==> src/rtl/branch_hazard_scoreboard_pkg.sv <==
// hazard_pkg: scoreboard entry type, stage indices and forward-select encoding.
package hazard_pkg;
    localparam int AW_MAX  = 8;
    localparam int STG_EX  = 0;
    localparam int STG_MEM = 1;
    localparam int STG_WB  = 2;
    localparam int FWD_RF  = 0;
    typedef struct packed {
        logic              valid;
        logic              reg_write;
        logic              mem_read;
        logic [AW_MAX-1:0] dst;
    } sb_entry_t;
    localparam sb_entry_t SB_BUBBLE = '0;
endpackage

==> src/rtl/branch_hazard_scoreboard_src_resolver.sv <==
// branch_src_resolver: youngest-writer match, readiness and forward select for one branch source.
module branch_src_resolver
    import hazard_pkg::*;
#(
    parameter int AW         = 5,
    parameter int DEPTH      = 3,
    parameter int ALU_READY  = STG_MEM,
    parameter int LOAD_READY = STG_WB,
    parameter int SW         = 2
) (
    input  sb_entry_t         i_sb [DEPTH],
    input  logic [AW-1:0]     i_src,
    input  logic              i_en,
    output logic [SW-1:0]     o_sel,
    output logic              o_stall
);
    logic              w_hit;
    logic              w_load;
    logic              w_ready;
    logic              w_use;
    logic [SW-1:0]     w_k;
    logic [AW_MAX-1:0] w_src;
    assign w_src = AW_MAX'(i_src);
    // scan oldest to youngest so the lowest matching index is left standing
    always_comb begin
        w_hit  = 1'b0;
        w_load = 1'b0;
        w_k    = '0;
        for (int k = DEPTH - 1; k >= 0; k--) begin
            if (i_sb[k].valid && i_sb[k].reg_write && i_sb[k].dst == w_src) begin
                w_hit  = 1'b1;
                w_load = i_sb[k].mem_read;
                w_k    = SW'(k);
            end
        end
    end
    assign w_ready = w_load ? (w_k >= SW'(LOAD_READY)) : (w_k >= SW'(ALU_READY));
    assign w_use   = i_en & w_hit & (i_src != '0);
    assign o_sel   = (w_use & w_ready) ? w_k + SW'(1) : SW'(FWD_RF);
    assign o_stall = w_use & ~w_ready;
endmodule

==> src/rtl/branch_hazard_scoreboard.sv <==
// branch_hazard_scoreboard: in-flight writer scoreboard driving ID-stage branch forwarding and stalls.
module branch_hazard_scoreboard
    import hazard_pkg::*;
#(
    parameter int AW         = 5,
    parameter int NSRC       = 2,
    parameter int DEPTH      = 3,
    parameter int ALU_READY  = STG_MEM,
    parameter int LOAD_READY = STG_WB,
    parameter int CNT_W      = 16,
    localparam int SW        = $clog2(DEPTH + 1)
) (
    input  logic                 clk,
    input  logic                 rst,
    input  logic                 i_id_valid,
    input  logic                 i_id_is_branch,
    input  logic [NSRC*AW-1:0]   i_id_src,
    input  logic [AW-1:0]        i_id_dst,
    input  logic                 i_id_reg_write,
    input  logic                 i_id_mem_read,
    input  logic                 i_pipe_hold,
    input  logic                 i_flush,
    output logic                 o_br_stall,
    output logic [NSRC*SW-1:0]   o_fwd_sel,
    output logic [CNT_W-1:0]     o_stall_cycles
);
    sb_entry_t        r_sb [DEPTH];
    logic [CNT_W-1:0] r_cnt;
    logic [NSRC-1:0]  w_stall;
    logic             w_en;
    logic             w_take;
    sb_entry_t        w_id;
    assign w_en = i_id_valid & i_id_is_branch;
    genvar s;
    for (s = 0; s < NSRC; s++) begin : g_src
        branch_src_resolver #(
            .AW(AW), .DEPTH(DEPTH), .ALU_READY(ALU_READY), .LOAD_READY(LOAD_READY), .SW(SW)
        ) u_res (
            .i_sb(r_sb),
            .i_src(i_id_src[s*AW +: AW]),
            .i_en(w_en),
            .o_sel(o_fwd_sel[s*SW +: SW]),
            .o_stall(w_stall[s])
        );
    end
    assign o_br_stall     = w_en & (|w_stall);
    assign w_take         = i_id_valid & ~o_br_stall & ~i_flush;
    assign w_id           = '{valid: 1'b1, reg_write: i_id_reg_write, mem_read: i_id_mem_read,
                              dst: AW_MAX'(i_id_dst)};
    assign o_stall_cycles = r_cnt;
    always_ff @(posedge clk or posedge rst) begin
        if (rst) begin
            for (int k = 0; k < DEPTH; k++) r_sb[k] <= SB_BUBBLE;
            r_cnt <= '0;
        end else if (!i_pipe_hold) begin
            r_sb[0] <= w_take ? w_id : SB_BUBBLE;
            for (int k = 1; k < DEPTH; k++) r_sb[k] <= r_sb[k-1];
            if (o_br_stall && r_cnt != '1) r_cnt <= r_cnt + CNT_W'(1);
        end
    end
endmodule
==> config.mk <==
export PLATFORM = sky130hd
export DESIGN_NAME = branch_hazard_scoreboard
export DESIGN_NICKNAME = d
export VERILOG_FILES = /design/src/rtl/branch_hazard_scoreboard_pkg.sv /design/src/rtl/branch_hazard_scoreboard_src_resolver.sv /design/src/rtl/branch_hazard_scoreboard.sv
export SDC_FILE = /design/constraint.sdc
export NUM_CORES = 1
export LEC_CHECK = 0
export CORE_UTILIZATION = 50
export CTS_BUF_LIST = sky130_fd_sc_hd__clkbuf_8 sky130_fd_sc_hd__clkbuf_16
export DETAILED_ROUTE_END_ITERATION = 10
export PLACE_DENSITY = 0.73
export SYNTH_ARGS = -nofsm -noshare
export SYNTH_HDL_FRONTEND = slang
export SYNTH_SLANG_ARGS = --single-unit
==> constraint.sdc <==
create_clock -name clk -period 3.7 [get_ports clk]
set_clock_uncertainty 0.15 [all_clocks]
set_input_delay 0.37 -clock clk [delete_from_list [all_inputs] [get_ports clk]]
set_output_delay 0.37 -clock clk [all_outputs]
set_load 0.005 [all_outputs]
* Word level (Yosys, flattened, before mapping)
Index checks and enable logic that the tools add are counted. W data, S select, Z words.
Cells by class: $add $sub $neg 3, order comparisons 4, eq/ne operators 7, mux-type cells 23, bitwise operators 17, reduce and logical (&&, ||, !) cells 14
Operators with widths (count):
- $eq A8 B5 Y1 | 6
- $add A16 B1 Y16 const B | 1
- $mux W2 | 8
- $ne A16 B16 Y1 const B | 1
- $mux W1 | 14
- $and A1 B1 Y1 | 12
- $mux W11 | 1
- $logic_and A1 B1 Y1 | 10
- $reduce_bool A5 Y1 | 2
- $not A1 Y1 | 5
- $add A2 B1 Y2 const B | 2
- $ge A2 B1 Y1 const B | 2
- $ge A2 B2 Y1 const B | 2
- $reduce_and A2 Y1 | 1
- $reduce_or A2 Y1 | 1
Word-level totals: register bits 49, bits of input ports 23, output and inout bits 21, logic and storage cells 81

* Longest topological paths before layout
depth in word-level cells 15, mapped depth 13, mapped depth without buffers 11

* Modules after synthesis
A second synthesis with hierarchy kept.
Unflattened totals: cells, all modules 237, area total of the unflattened synthesis 2461.1 µm²
By module, submodules not included:
- branch_hazard_scoreboard | instances 1, cells each 131, area an instance 1677.9 µm², seq. area each 1001.0 µm²
- branch_src_resolver | instances 2, cells each 53, area an instance 391.6 µm², seq. area each 0.0 µm²

* Worst setup path before layout
OpenSTA, ideal clock, no wires.
kind register to output, start point register r_sb[13] (netlist bit), end point output port o_br_stall, arrival 2.219 ns, data required time 3.180 ns, setup slack 0.961 ns, cell stages (with the launch flop) 9, path buffers 1, path through dfrtp_1 xor2_1 nor3_1 and3b_4 nand2_1 ha_1 o211a_4 o32ai_4 buf_8
Between the ends: cells in the longest elaborated chain, start to end 10, elaborated cells between the ends (all ways) 32, those cells by class order compare: 4; eq/ne: 2; mux: 14; bitwise: 9; reduce/logical: 3
RTL lines:
- from (decl) | line branch_hazard_scoreboard.sv:27 | sb_entry_t r_sb [DEPTH];
- $eq A8 B5 Y1 | line branch_hazard_scoreboard_src_resolver.sv:30 | if (i_sb[k].valid && i_sb[k].reg_write && i_sb[k].dst == w_src) begin
- $logic_and A1 B1 Y1 | line branch_hazard_scoreboard_src_resolver.sv:30
- $mux W2 (2 in a row) | line branch_hazard_scoreboard_src_resolver.sv:30
- $ge A2 B1 Y1 or $ge A2 B2 Y1 (tied branches) | line branch_hazard_scoreboard_src_resolver.sv:37 | assign w_ready = w_load ? (w_k >= SW'(LOAD_READY)) : (w_k >= SW'(ALU_READY));
- $mux W1 | line branch_hazard_scoreboard_src_resolver.sv:37
- $not A1 Y1 | line branch_hazard_scoreboard_src_resolver.sv:40 | assign o_stall = w_use & ~w_ready;
- $and A1 B1 Y1 | line branch_hazard_scoreboard_src_resolver.sv:40
- $reduce_or A2 Y1 (*) | line branch_hazard_scoreboard.sv:46 | assign o_br_stall = w_en & (|w_stall);
- $and A1 B1 Y1 (*) | line branch_hazard_scoreboard.sv:46
- to (decl) | line branch_hazard_scoreboard.sv:23 | output logic o_br_stall,
Mark *: on every way between the ends. The rest lies on a longest branch, timed or not.

* Worst setup path in the final report
start point input port i_id_src[7], end point output port o_br_stall
Between the ends: cells in the longest elaborated chain, start to end 11, elaborated cells between the ends (all ways) 25, those cells by class order compare: 2; eq/ne: 3; mux: 10; bitwise: 5; reduce/logical: 5
RTL lines:
- from (decl) | line branch_hazard_scoreboard.sv:17 | input logic [NSRC*AW-1:0] i_id_src,
- $eq A8 B5 Y1 | line branch_hazard_scoreboard_src_resolver.sv:30
- $logic_and A1 B1 Y1 | line branch_hazard_scoreboard_src_resolver.sv:30
- $mux W2 (3 in a row) | line branch_hazard_scoreboard_src_resolver.sv:30
- $ge A2 B1 Y1 or $ge A2 B2 Y1 (tied branches) | line branch_hazard_scoreboard_src_resolver.sv:37
- $mux W1 | line branch_hazard_scoreboard_src_resolver.sv:37
- $not A1 Y1 | line branch_hazard_scoreboard_src_resolver.sv:40
- $and A1 B1 Y1 (*) | line branch_hazard_scoreboard_src_resolver.sv:40
- $reduce_or A2 Y1 (*) | line branch_hazard_scoreboard.sv:46
- $and A1 B1 Y1 (*) | line branch_hazard_scoreboard.sv:46
Marked as above.

==> reports/metrics.cfg <==
[logic_synthesis]
synth_top_area_share_pct=40.7
yosys-top-cells-area=dfrtp_1, xnor2_1, mux2_2
seq_area_frac_synth_pct=40.7
ys.flop_type=dfrtp_1
syn-num-nets=242
yosysWarnings=0
synth_cells=214
async_reset_ff_share_pct=100
synth_edf_count=0
syn_area_um2=2460
yosys.area.top_type=dfrtp_1
synth_cell_type_count=53
avgSynthCellArea_um2=11.5
ys_seq_elements=40

[final_layout]
antenna_cells=0
nets=293
fin_area_um2=3100
post_route_cells_drive_above_1_share_pct=23.3
num-fill-cells=380
final_cells=333
most-common-layout-cells=clkdlybuf4s50_1, dfrtp_1, xnor2_1
area_delta_synth_final_pct=25.9
final_common_cell=clkdlybuf4s50_1

[drt]
postRouteAntennaNets=0
avgViaCountPerCell=5.39
drtIter0Drc=93
vias=1794
route.detailed.drc=0
wl_per_cell_um=15.1
wl_mm=5.02
drt_first_pass_iters=4

[power]
p_clk_share_pct=38.2
p_leak_nw=1.38
total_power_w=0.000996
p_int_w=0.000750
combPwrFrac_pct=13.1
ir_drop_v=0.000257
p_per_area_nw_per_um2=322
seq_power_share_pct=48.7
p_sw_w=0.000247
power_switching_share_pct=24.7

[timing]
hold_viol_final=0
fin_crit_sh_pct=96.9
slew_violations=0
timing.fmax_mhz=279
finalSetupViolCount=0
layout_setup_ws_ns=0.114
slew_headroom_pct=39.6
setup_tns_ns=0
tightest_slew_ns=0.905
rsz0062_at_grt=no
min_period_ns=3.59

[critical_path]
required_ns=3.18
slowest_stage=clkdlybuf4s50_1
critPathCaptureType=output port
worstPathArrival_ns=3.07
slowest_delay_ns=0.60
crit_top_cell=clkdlybuf4s50_1
crit_buf_inv=2
path_delay_family=buffers and inverters
crit_chain=clkdlybuf4s50_1 -> xnor2_1 -> nand4_1 -> or2_2 -> nand2b_1 -> ha_1 -> a31oi_1 -> mux2i_2 -> o32ai_4 -> clkdlybuf4s50_1
crit_path_max_fanout=4
crit_type=in -> out
startpoint_type=input pin

[grt]
grt_pass1_vias=1750
antenna_found_initial=0
gr-total-overflow=0
grt_start_max_net_pins=27
grt_util_all_layers_pct=21.3
grt_pass1_wl_mm=8.43

[floorplanning]
fp.dieH_um=72.1
io_pins=44
die_x_um=72.1
initial_utilization_pct=52.1
rows=25
core_um2=4720
die_area_um2=5200

[placed_design]
dp_hpwl_mm=3.90
place_area_um2=2970
placed_cells=325
gp_congestion=0.854
portBuffers=43
pre_cts_slack_ns=0.116

[cts]
clk_pin_slew_ns=0.08
clockRootBuffer=clkbuf_8
cts_tree=built
cts_resized=0
cts_made_buffers=5
htreeDepth=2
clockBufferDepth=2
post-cts-setup-buffers=0
clkSinkCount=40
clk_latency_ns=0.30
cts_hold_buf=0

[min_path]
hold_class=reg -> reg

[job]
cap_violations=0

[outcome]
status=finished, final reports clean

==> synthesized netlist by cell type, drive strengths merged, types with 3 or more instances <==
cell type / instances
nand3: 16
or2: 4
mux2: 17
a31oi: 3
buf: 3
a22o: 7
nand4: 6
ha: 5
and4: 3
clkbuf: 3
inv: 4
dfrtp: 40
and3: 16
xor2: 20
nor3: 5
nor2: 5
nand2: 8
xnor2: 25
and2: 3
==> path summary, 6_finish.rpt <==
kind / from / end / slack [ns] / depth (start not counted)
worst min register to register: o_stall_cycles[15]$_DFFE_PP0P_ / o_stall_cycles[15]$_DFFE_PP0P_ / 0.35 / 1
worst max register to register: r_sb[13]$_DFFE_PP0N_ / r_sb[25]$_DFFE_PP0N_ / 0.61 / 12
worst max-delay path: i_id_src[7] / o_br_stall / 0.11 / 10
worst min-delay path: o_stall_cycles[15]$_DFFE_PP0P_ / o_stall_cycles[15]$_DFFE_PP0P_ / 0.35 / 1
min in group asynchronous: rst / o_stall_cycles[9]$_DFFE_PP0P_ / 0.42 / 2
max in group asynchronous: rst / o_stall_cycles[5]$_DFFE_PP0P_ / 2.23 / 3
==> layout make-up <==
cell class	count	area (µm²)	share of cell area (%)
repair buffers	50	483	15.6
multi-input cells	164	1390	44.9
inverters	4	15.0	0.485
well taps	67	83.8	2.71
flip-flops and latches	40	1000	32.3
clock inverters	2	38.8	1.25
clock buffers	6	82.6	2.67
==> stage by stage <==
stage / utilization (%) / hold slack, ns
floorplan: - / 0.330
global placement: 63.0 / 0.333
detailed placement: 63.0 / 0.334
CTS: 65.5 / 0.350
global route: 65.5 / 0.371
finish: 65.5 / 0.350
==> power by group through the flow <==
stage | registers [W] | clock network, W | logic (W)
2_1_floorplan | 0.000486 | 0 | 0.0000824
3_3_place_gp | 0.000493 | 0 | 0.000130
3_5_place_dp | 0.000494 | 0 | 0.000131
4_1_cts | 0.000485 | 0.000389 | 0.000132
5_1_grt | 0.000489 | 0.000406 | 0.000142
6_report | 0.000485 | 0.000381 | 0.000130
==> logic make-up after synthesis <==
group	share of synthesized area, %
simple gates	21.2
xor+xnor	16.0
flops	40.7
compound gates	8.30
mux	8.50
buf+inv	2.70
fa+ha+maj	2.54
==> metal layers <==
layer | part of all wire (%) | global-route usage, %
met5 | 0 | 0
met1 | 49 | 30.8
met4 | 0.86 | 6.97
met3 | 2.9 | 4.44
met2 | 47 | 32.0
==> sequential cells by signal (all words and copies together), names as in the netlist <==
register        count
r_sb               24
o_stall_cycles     16
Power figures use the tool's default switching activity.
